<file path="src/rtl/poly_sequencer_if.sv">
// Register-bus and poly_core signal bundle for poly_sequencer.
// The slave modport is the sequencer; the master modport is whoever drives the bus and hosts the core.
interface poly_sequencer_if;
  logic       cpu_wr;
  logic [3:0] cpu_addr;
  logic [7:0] cpu_din;
  logic       rnd_rd;
  logic [7:0] poly_rnd;
  logic       poly_enn;
  logic       poly_init;
  logic       poly_sel9;
  logic [7:0] rnd_data;
  logic       rnd_valid;
  logic       poly_ready;

  modport slave (
    input  cpu_wr, cpu_addr, cpu_din, rnd_rd, poly_rnd,
    output poly_enn, poly_init, poly_sel9, rnd_data, rnd_valid, poly_ready
  );

  modport master (
    output cpu_wr, cpu_addr, cpu_din, rnd_rd, poly_rnd,
    input  poly_enn, poly_init, poly_sel9, rnd_data, rnd_valid, poly_ready
  );
endinterface

</file>
<file path="src/rtl/poly_sequencer.sv">
// Sequencer for the POKEY poly counters: tick prescaler, SKCTL-driven init/flush FSM,
// tick-aligned 9-bit poly select and RANDOM register capture.
module poly_sequencer #(
  parameter int unsigned CLK_DIV     = 16,
  parameter int unsigned INIT_TICKS  = 17,
  parameter logic [3:0]  SKCTL_ADDR  = 4'hF,
  parameter logic [3:0]  AUDCTL_ADDR = 4'h8
) (
  input  logic              clk,
  input  logic              reset,
  poly_sequencer_if.slave   bus
);

  localparam int unsigned   PW         = $clog2(CLK_DIV);
  localparam int unsigned   TW         = $clog2(INIT_TICKS + 1);
  localparam logic [PW-1:0] PRESC_LAST = PW'(CLK_DIV - 1);
  localparam logic [TW-1:0] TICK_LAST  = TW'(INIT_TICKS - 1);

  typedef enum logic [1:0] {
    S_HOLD  = 2'd0,
    S_FLUSH = 2'd1,
    S_RUN   = 2'd2
  } state_e;

  state_e          state_q,    state_d;
  logic [PW-1:0]   presc_q,    presc_d;
  logic [TW-1:0]   tick_cnt_q, tick_cnt_d;
  logic            enn_q,      enn_d;
  logic            init_q,     init_d;
  logic            ready_q,    ready_d;
  logic            pend_q,     pend_d;
  logic            sel9_q,     sel9_d;
  logic [7:0]      rnd_data_q, rnd_data_d;
  logic            rnd_vld_q,  rnd_vld_d;

  logic            skctl_wr;
  logic            skctl_en;
  logic            audctl_wr;

  // Before the core is released the shift register holds garbage, so reads return all ones.
  function automatic logic [7:0] rnd_capture(input logic ready, input logic [7:0] rnd);
    return ready ? rnd : 8'hFF;
  endfunction

  assign skctl_wr  = bus.cpu_wr && (bus.cpu_addr == SKCTL_ADDR);
  assign skctl_en  = |bus.cpu_din[1:0];
  assign audctl_wr = bus.cpu_wr && (bus.cpu_addr == AUDCTL_ADDR);

  always_comb begin
    presc_d = presc_q + 1'b1;
    enn_d   = 1'b0;
    if (presc_q == PRESC_LAST) begin
      presc_d = '0;
      enn_d   = 1'b1;
    end
  end

  // An SKCTL write in FLUSH pre-empts any tick arriving in the same cycle.
  always_comb begin
    state_d    = state_q;
    tick_cnt_d = tick_cnt_q;
    case (state_q)
      S_HOLD: begin
        if (skctl_wr && skctl_en) begin
          state_d    = S_FLUSH;
          tick_cnt_d = '0;
        end
      end
      S_FLUSH: begin
        if (skctl_wr) begin
          if (!skctl_en) begin
            state_d    = S_HOLD;
            tick_cnt_d = '0;
          end
        end else if (enn_q) begin
          tick_cnt_d = tick_cnt_q + 1'b1;
          if (tick_cnt_q == TICK_LAST) begin
            state_d = S_RUN;
          end
        end
      end
      S_RUN: begin
        if (skctl_wr && !skctl_en) begin
          state_d    = S_HOLD;
          tick_cnt_d = '0;
        end
      end
      default: begin
        state_d    = S_HOLD;
        tick_cnt_d = '0;
      end
    endcase
    init_d  = (state_d != S_RUN);
    ready_d = (state_d == S_RUN);
  end

  // sel9 changes on the same edge the core shifts, so it stays stable across a whole tick.
  always_comb begin
    pend_d = pend_q;
    sel9_d = sel9_q;
    if (audctl_wr) begin
      pend_d = bus.cpu_din[7];
    end
    if (enn_q) begin
      sel9_d = pend_q;
    end
  end

  always_comb begin
    rnd_data_d = rnd_data_q;
    rnd_vld_d  = 1'b0;
    if (bus.rnd_rd) begin
      rnd_data_d = rnd_capture(ready_q, bus.poly_rnd);
      rnd_vld_d  = 1'b1;
    end
  end

  always_ff @(posedge clk) begin
    if (reset) begin
      presc_q    <= '0;
      enn_q      <= 1'b0;
      state_q    <= S_HOLD;
      tick_cnt_q <= '0;
      init_q     <= 1'b1;
      ready_q    <= 1'b0;
      pend_q     <= 1'b0;
      sel9_q     <= 1'b0;
      rnd_data_q <= 8'h00;
      rnd_vld_q  <= 1'b0;
    end else begin
      presc_q    <= presc_d;
      enn_q      <= enn_d;
      state_q    <= state_d;
      tick_cnt_q <= tick_cnt_d;
      init_q     <= init_d;
      ready_q    <= ready_d;
      pend_q     <= pend_d;
      sel9_q     <= sel9_d;
      rnd_data_q <= rnd_data_d;
      rnd_vld_q  <= rnd_vld_d;
    end
  end

  assign bus.poly_enn   = enn_q;
  assign bus.poly_init  = init_q;
  assign bus.poly_sel9  = sel9_q;
  assign bus.rnd_data   = rnd_data_q;
  assign bus.rnd_valid  = rnd_vld_q;
  assign bus.poly_ready = ready_q;

endmodule

</file>
<file path="src/flat_wrapper.sv">
// flat-port wrapper written by rule: the top's interface ports become plain ports
module poly_sequencer_flat 
#(
  parameter int unsigned CLK_DIV     = 16,
  parameter int unsigned INIT_TICKS  = 17,
  parameter logic [3:0]  SKCTL_ADDR  = 4'hF,
  parameter logic [3:0]  AUDCTL_ADDR = 4'h8
)
  (clk, reset, bus_cpu_wr, bus_cpu_addr, bus_cpu_din, bus_rnd_rd, bus_poly_rnd, bus_poly_enn, bus_poly_init, bus_poly_sel9, bus_rnd_data, bus_rnd_valid, bus_poly_ready);
  poly_sequencer_if bus_i ();
  input  logic clk;
  input  logic reset;
  input wire logic [$bits(bus_i.cpu_wr)-1:0] bus_cpu_wr;
  input wire logic [$bits(bus_i.cpu_addr)-1:0] bus_cpu_addr;
  input wire logic [$bits(bus_i.cpu_din)-1:0] bus_cpu_din;
  input wire logic [$bits(bus_i.rnd_rd)-1:0] bus_rnd_rd;
  input wire logic [$bits(bus_i.poly_rnd)-1:0] bus_poly_rnd;
  output wire logic [$bits(bus_i.poly_enn)-1:0] bus_poly_enn;
  output wire logic [$bits(bus_i.poly_init)-1:0] bus_poly_init;
  output wire logic [$bits(bus_i.poly_sel9)-1:0] bus_poly_sel9;
  output wire logic [$bits(bus_i.rnd_data)-1:0] bus_rnd_data;
  output wire logic [$bits(bus_i.rnd_valid)-1:0] bus_rnd_valid;
  output wire logic [$bits(bus_i.poly_ready)-1:0] bus_poly_ready;
  assign bus_i.cpu_wr = bus_cpu_wr;
  assign bus_i.cpu_addr = bus_cpu_addr;
  assign bus_i.cpu_din = bus_cpu_din;
  assign bus_i.rnd_rd = bus_rnd_rd;
  assign bus_i.poly_rnd = bus_poly_rnd;
  assign bus_poly_enn = bus_i.poly_enn;
  assign bus_poly_init = bus_i.poly_init;
  assign bus_poly_sel9 = bus_i.poly_sel9;
  assign bus_rnd_data = bus_i.rnd_data;
  assign bus_rnd_valid = bus_i.rnd_valid;
  assign bus_poly_ready = bus_i.poly_ready;
  poly_sequencer #(.CLK_DIV(CLK_DIV), .INIT_TICKS(INIT_TICKS), .SKCTL_ADDR(SKCTL_ADDR), .AUDCTL_ADDR(AUDCTL_ADDR)) u_core (.clk(clk), .reset(reset), .bus(bus_i));
endmodule
</file>
<file path="config.mk">
export PLATFORM = sky130hd
export DESIGN_NAME = poly_sequencer_flat
export DESIGN_NICKNAME = d
export VERILOG_FILES = /design/src/rtl/poly_sequencer_if.sv /design/src/rtl/poly_sequencer.sv /design/src/flat_wrapper.sv
export SDC_FILE = /design/constraint.sdc
export NUM_CORES = 1
export LEC_CHECK = 0
export BUFFER_PORTS_ARGS = -buffer_cell sky130_fd_sc_hd__buf_2
export CORE_UTILIZATION = 48
export CTS_CLUSTER_DIAMETER = 80
export DETAILED_ROUTE_END_ITERATION = 10
export GPL_TIMING_DRIVEN = 0
export PLACE_DENSITY = 0.78
export SLEW_MARGIN = 15
export SYNTH_ARGS = -nofsm -noshare
export SYNTH_HDL_FRONTEND = slang
export SYNTH_SLANG_ARGS = --single-unit
</file>
<file path="constraint.sdc">
create_clock -name clk -period 1.5 [get_ports clk]
set_input_delay 0.3 -clock clk [delete_from_list [all_inputs] [get_ports clk]]
set_output_delay 0.3 -clock clk [all_outputs]
set_load 0.03 [all_outputs]
</file>
==> results of run 1 <==
[routing by layer]
layer | track usage, % | vias to the layer above
li1 | - | 503
met1 | 22.74 | 472
met3 | 3.738 | 2
met4 | 4.286 | 0
met5 | 0 | -
met2 | 35.16 | 41
[metrics by stage]
step | hold WS, ns | setup TNS, ns | worst slack, ns | std cells | utilization (%)
CTS | 0.2073 | 0 | 0.01000 | 182 | 63.48
detailed placement | 0.4574 | -0.01524 | -0.01524 | 178 | 62.01
global route | 0.2060 | 0 | 0.003576 | 182 | 65.13
global placement | 0.4518 | 0 | 0.01067 | 178 | 62.01
finish | 0.2110 | 0 | 0.1031 | 182 | 65.13
floorplan | 0.4365 | 0 | 0.02764 | 120 | -
[power by group through the flow]
stage / clock network [W] / registers, W / logic, W
after global routing: 0.000348 / 0.000706 / 0.000163
after global placement: 0 / 0.000716 / 0.000143
after detailed placement: 0 / 0.000717 / 0.000146
final: 0.000305 / 0.000703 / 0.000148
after CTS: 0.000310 / 0.000703 / 0.000146
after floorplan: 0 / 0.000750 / 0.0000565
[critical path: stages, from the launching register on]
cell      delay, ns
dfxtp_1        0.33
clkbuf_4       0.18
nand2b_1       0.15
nor4_2         0.06
nor4_4         0.38
mux2i_1        0.22
[registers in the layout (all words and copies together), names as in the netlist, 2 cells and up]
register and cells:
u_core.presc_q 4, u_core.tick_cnt_q 5, u_core.state_q 2, u_core.bus.rnd_data 8
[cells in the final DEF (no fill, tap or decap), types with 2 or more instances in the layout]
cell	n
buf_2	31
dfxtp_1	22
nor2_1	16
inv_1	7
o22ai_1	7
nand2_1	5
o21ai_0	5
clkbuf_4	4
a21oi_1	4
nand3_1	3
mux2i_1	3
dfxtp_2	3
clkbuf_1	2
o21a_1	2
nand4b_1	2
nor3_1	2
and4_1	2
o211ai_1	2
or4_1	2
o21ai_1	2
nor4_1	2
nor2b_1	2
nand2b_1	2
o31ai_1	2
ha_1	2
[cell usage after synthesis, drive strengths merged (3+ instances only)]
master and instances:
buf 3, a21oi 4, nor4 4, o22ai 7, nand2 5, inv 7
dfxtp 25, o21ai 7, ha 3, mux2i 3, nand3 4, nor2 16
[cells by family (layout without fill, tap and decap cells)]
family,count (synthesis),in the layout,synth area share (%)
fa+ha+maj,3,3,3.485
xor+xnor,1,1,0.8132
compound gates,30,30,17.89
flops,25,25,46.46
buf+inv,12,47,4.646
mux,4,4,3.833
simple gates,45,45,22.88
[layout make-up]
| cell class | instances | area (um2) | share of cell area, % |
|---|---|---|---|
| repair buffers | 31 | 155.1 | 11.67 |
| multi-input cells | 83 | 554.3 | 41.67 |
| clock buffers | 3 | 22.52 | 1.693 |
| well taps | 27 | 33.78 | 2.540 |
| plain buffers | 5 | 26.28 | 1.976 |
| inverters | 7 | 26.28 | 1.976 |
| flip-flops and latches | 25 | 504.2 | 37.91 |
| clock inverters | 1 | 7.507 | 0.5644 |
[how the worst max path moves through the flow]
| stage | to | startpoint | slack (ns) | depth (start not counted) |
|---|---|---|---|---|
| finish | u_core.tick_cnt_q[1] | u_core.state_q[1] | 0.10 | 5 |
| floorplan | u_core.tick_cnt_q[1] | u_core.bus.poly_enn | 0.03 | 4 |
| CTS | u_core.tick_cnt_q[1] | u_core.bus.poly_enn | 0.01 | 4 |
| global route | u_core.tick_cnt_q[4] | u_core.tick_cnt_q[1] | 0.004 | 5 |
| global placement | u_core.tick_cnt_q[1] | bus_cpu_wr | 0.01 | 5 |
| detailed placement | u_core.tick_cnt_q[1] | bus_cpu_wr | -0.02 | 5 |
[timing repair]
action,4_1_cts,5_1_grt
resized for setup,0,8
buffers inserted,0,0
setup endpoints to repair,0,3
==> impl_metrics.py, run 1 <==
metrics = {
    "cts": {
        "ctsHoldBuffers": 0,
        "clk_path_buf_depth": 2,
        "cts_tree": "built",
        "cts_made_buffers": 3,
        "clk_pin_slew_ns": 0.15,
        "root_buffer": "clkbuf_4",
        "htreeDepth": 1,
        "clock_latency_ns": 0.32,
        "clock_sinks": 25,
    },
    "pwr": {
        "p_int_w": 0.0008472,
        "seqPwrFrac_pct": 60.8,
        "max-vdd-ir-drop_mv": 0.9229,
        "comb_power_share_pct": 12.8,
        "p_per_area_nw_per_um2": 868.6,
        "switching_share_pct": 26.66,
        "power_w": 0.001155,
        "p_leak_nw": 0.5124,
        "clkPwrFrac_pct": 26.4,
        "p_switching_w": 0.0003080,
    },
    "sta": {
        "setup_viol": 0,
        "clock.fmax_ghz": 0.7158,
        "slew_viol_final": 0,
        "worstMarginPinSlew_ns": 0.4570,
        "hold_violations": 0,
        "post-route-period-util_pct": 93.13,
        "rsz0062_at_grt": "no",
        "min_period_ns": 1.397,
        "slew_headroom_pct": 69.25,
        "skew_ns": 0.01306,
    },
    "drt": {
        "ant_nets": 0,
        "dr_total_vias": 1018,
        "top_layer": "met4",
        "drc_errors": 0,
        "drt_wl_total_um": 2318,
        "via_per_inst": 5.593,
        "met1_length_um": 1030,
        "wl_met3_um": 120,
        "post_drt_wl_per_cell_um": 12.74,
        "wl_met2_um": 1152,
        "dr.pass1.iters": 4,
        "drt_iter0_drc": 27,
    },
    "synthesis": {
        "synth_enable_flop_cells": 0,
        "yosysTopAreaCellShare_pct": 46.46,
        "ys_seq_area_share_pct": 46.46,
        "ys_seq_elements": 25,
        "syn_inst": 120,
        "syn_nets": 147,
        "synth_area_leader_cell": "dfxtp_1",
        "synth_ff_type": "dfxtp_1",
        "yosys.cell_types.count": 39,
        "synthTopCellsByArea": "dfxtp_1 (46%), nor2_1 (5.6%), o22ai_1 (4.1%)",
        "synth_warnings": 0,
        "async_flop_share_pct": 0,
        "syn_area_um2": 1077,
        "synth.avg_cell_area_um2": 8.977,
    },
    "run_status": {
        "status": "finished, final reports clean",
    },
    "placement": {
        "place_area_um2": 1266,
        "hpwl_um": 1628,
        "gp_congestion": 0.7991,
        "io_buffers": 31,
    },
    "finish": {
        "area_delta_synth_final_pct": 23.46,
        "fin_nets": 183,
        "final_area_um2": 1330,
        "num-fill-cells": 173,
        "drive_above_1_share_pct": 29.68,
        "antenna_cells": 0,
    },
    "setup_path": {
        "startpoint_type": "flop",
        "crit_path_end_kind": "flop",
        "path_max_fanout": 10,
        "rrSetupSlack_ns": 0.10,
        "r2r-start": "u_core.state_q[1]",
        "ff2ff_path_depth": 5,
        "r2r_end": "u_core.tick_cnt_q[1]",
        "worstPathArrival_ns": 1.64,
        "worstSetupPathType": "flop to flop",
        "worstPathRequired_ns": 1.74,
    },
    "floorplanning": {
        "dieArea_um2": 2438,
        "fp.dieW_um": 49.38,
        "die_h_um": 49.38,
        "fp.coreArea_um2": 2042,
        "io_pins": 37,
        "start_util_pct": 52.76,
        "rows": 16,
    },
    "hold_path": {
        "min_from": "bus_poly_rnd[7]",
        "min_path_type": "primary input to flop",
        "min_to": "u_core.bus.rnd_data[7]",
        "worstHoldPathCells": 3,
    },
    "grt": {
        "grt_pass1_wl_um": 3726,
        "antenna_found_initial": 0,
        "grt_max_degree": 16,
        "grt_overflow": 0,
        "grt_pass1_vias": 889,
        "track_usage_pct": 19.15,
    },
    "flow_run": {
        "cap_viol_max_count": 0,
    },
}
Power figures use the tool's default switching activity.
==> inputs of run 2 (changes only) <==
--- a/config.mk
+++ b/config.mk
@@ -11,6 +11,7 @@
 export DETAILED_ROUTE_END_ITERATION = 10
 export GPL_TIMING_DRIVEN = 0
 export PLACE_DENSITY = 0.78
+export SETUP_SLACK_MARGIN = 0.5
 export SLEW_MARGIN = 15
 export SYNTH_ARGS = -nofsm -noshare
 export SYNTH_HDL_FRONTEND = slang
==> run 2 against run 1 <==
Against the previous run:
- maximum frequency decreased by 1.5%
- sequential cell count unchanged
- sequential share of layout area decreased by 6.3 points
- highest routed layer unchanged
==> impl_metrics.py, run 2 (same netlist as run 1, synthesis figures left out) <==
metrics = {
    "run_status": {
        "status": "finished, final reports clean",
    },
    "setup_path": {
        "path_cells": "ha_4, and4_1, o211ai_1, or4_1, o21ai_1",
        "crit_slowest_cell": "or4_1",
        "path_buf_inv": 0,
        "worstPathArrival_ns": 1.68,
        "startpoint_type": "flop",
        "crit_path_end_kind": "flop",
        "crit_family": "simple AND/OR/NAND/NOR gates",
        "path_max_fanout": 3,
        "worstSetupPathType": "flop to flop",
        "worstPathRequired_ns": 1.76,
        "cpPeakStageDelay_ns": 0.43,
    },
    "finish": {
        "num-fill-cells": 129,
        "drive_above_1_share_pct": 55.36,
        "final_area_um2": 1669,
        "fin_nets": 196,
        "largest_reg_flops": 8,
        "antenna_cells": 0,
        "layout_common_cells": "buf_2 (19), dfxtp_2 (19), buf_6 (16), nor2_1 (15), buf_4 (12)",
        "finalCoreUtilization_pct": 81.74,
        "area_delta_synth_final_pct": 54.94,
        "fin_cells": 195,
    },
    "cts": {
        "clock_sinks": 25,
        "htreeDepth": 1,
        "ctsHoldBuffers": 0,
        "clock_latency_ns": 0.32,
        "clk_path_buf_depth": 2,
        "clk_pin_slew_ns": 0.14,
        "root_buffer": "clkbuf_4",
        "cts_tree": "built",
        "cts_made_buffers": 3,
    },
    "drt": {
        "dr.pass1.iters": 5,
        "dr_total_vias": 1093,
        "drt_wl_total_um": 2882,
        "post_drt_wl_per_cell_um": 14.78,
        "ant_nets": 0,
        "via_per_inst": 5.605,
        "drt_iter0_drc": 36,
        "drc_errors": 0,
    },
    "grt": {
        "grt_max_degree": 16,
        "grt_pass1_wl_um": 4968,
        "track_usage_pct": 26.60,
        "antenna_found_initial": 0,
        "grt_pass1_vias": 1172,
        "grt_overflow": 0,
    },
    "pwr": {
        "p_per_area_nw_per_um2": 736.9,
        "max-vdd-ir-drop_mv": 1.101,
        "p_leak_nw": 0.6532,
    },
    "placement": {
        "place_area_um2": 1365,
        "io_buffers": 31,
        "gp_congestion": 0.7896,
        "dp.cells": 178,
        "hpwl_um": 1748,
    },
    "hold_path": {
        "min_path_type": "primary input to flop",
    },
    "floorplanning": {
        "dieArea_um2": 2438,
        "fp.dieW_um": 49.38,
        "fp.coreArea_um2": 2042,
        "die_h_um": 49.38,
        "rows": 16,
        "start_util_pct": 52.76,
        "io_pins": 37,
    },
    "sta": {
        "skew_ns": 0.001650,
        "hold_violations": 0,
        "post-route-period-util_pct": 94.58,
        "min_period_ns": 1.419,
        "setup_viol": 0,
        "worstMarginPinSlew_ns": 0.4616,
        "clock.fmax_ghz": 0.7048,
        "rsz0062_at_grt": "yes",
        "slew_viol_final": 0,
        "slew_headroom_pct": 69.23,
        "fin_setup_tns_ns": 0,
    },
    "flow_run": {
        "cap_viol_max_count": 0,
    },
}
run 2: changes by cell type in the layout (fill, tap and decap cells not counted), sizes merged:
cell | previous run | this run
inv | 7 | 8
clkinvlp | 1 | 0
buf | 33 | 48
clkbuf | 6 | 4
run 2: final cells by class:
class / count / area (um2) / share of cell area, %
Clock buffer: 3 / 22.52 / 1.349
Inverter: 7 / 26.28 / 1.574
Buffer: 5 / 35.03 / 2.099
Clock inverter: 1 / 6.256 / 0.3748
Multi-Input combinational cell: 83 / 679.4 / 40.70
Sequential cell: 25 / 528.0 / 31.63
Tap cell: 27 / 33.78 / 2.024
Timing Repair Buffer: 44 / 337.8 / 20.24
run 2: path summary, 6_finish.rpt:
check | startpoint | slack [ns] | cells past startpoint | end
max reg2reg | u_core.tick_cnt_q[1] | 0.08 | 5 | u_core.tick_cnt_q[4]
min reg2reg | u_core.presc_q[3] | 0.49 | 2 | u_core.bus.poly_enn
max | u_core.tick_cnt_q[1] | 0.08 | 5 | u_core.tick_cnt_q[4]
min | bus_poly_rnd[6] | 0.21 | 3 | u_core.bus.rnd_data[6]
run 2: repair_timing:
item	4_1_cts	5_1_grt
gates resized for setup	52	9
buffers inserted	12	1
pin swaps	4	4
setup endpoints to repair	24	34
run 2: through the flow:
| step | power [W] | setup slack, ns | hold WS, ns |
|---|---|---|---|
| 3_3_place_gp | 0.0008755 | 0.04769 | 0.4530 |
| 3_5_place_dp | 0.0008810 | 0.01029 | 0.4671 |
| 5_1_grt | 0.001286 | 0.03057 | 0.2080 |
| 4_1_cts | 0.001225 | 0.1336 | 0.1993 |
| 6_report | 0.001230 | 0.08123 | 0.2108 |
| 2_1_floorplan | 0.0008152 | 0.2132 | 0.4365 |
run 2: layer usage:
layer / routed length (um) / track usage (%) / part of all wire [%]
met1: 1142 / 27.53 / 40
met2: 1552 / 49.32 / 54
met3: 121 / 7.165 / 4.2
met4: 65 / 11.90 / 2.3
met5: 0 / 0 / 0
run 2: worst register-to-register path: cells and delay by family, from the launching register on:
family | cells | cell delay (ns)
AND/OR/NAND/NOR | 2 | 0.62
flip-flops | 1 | 0.39
AO/OA/AOI/OAI | 2 | 0.21
adder cells (fa/ha/maj) | 1 | 0.15
run 2: report_power, final:
part	internal (W)	total, W	switching [W]
registers	0.000691	0.000713	0.0000222
logic	0.0000914	0.000201	0.000110
clock network	0.000104	0.000315	0.000211
total	0.000886	0.00123	0.000344
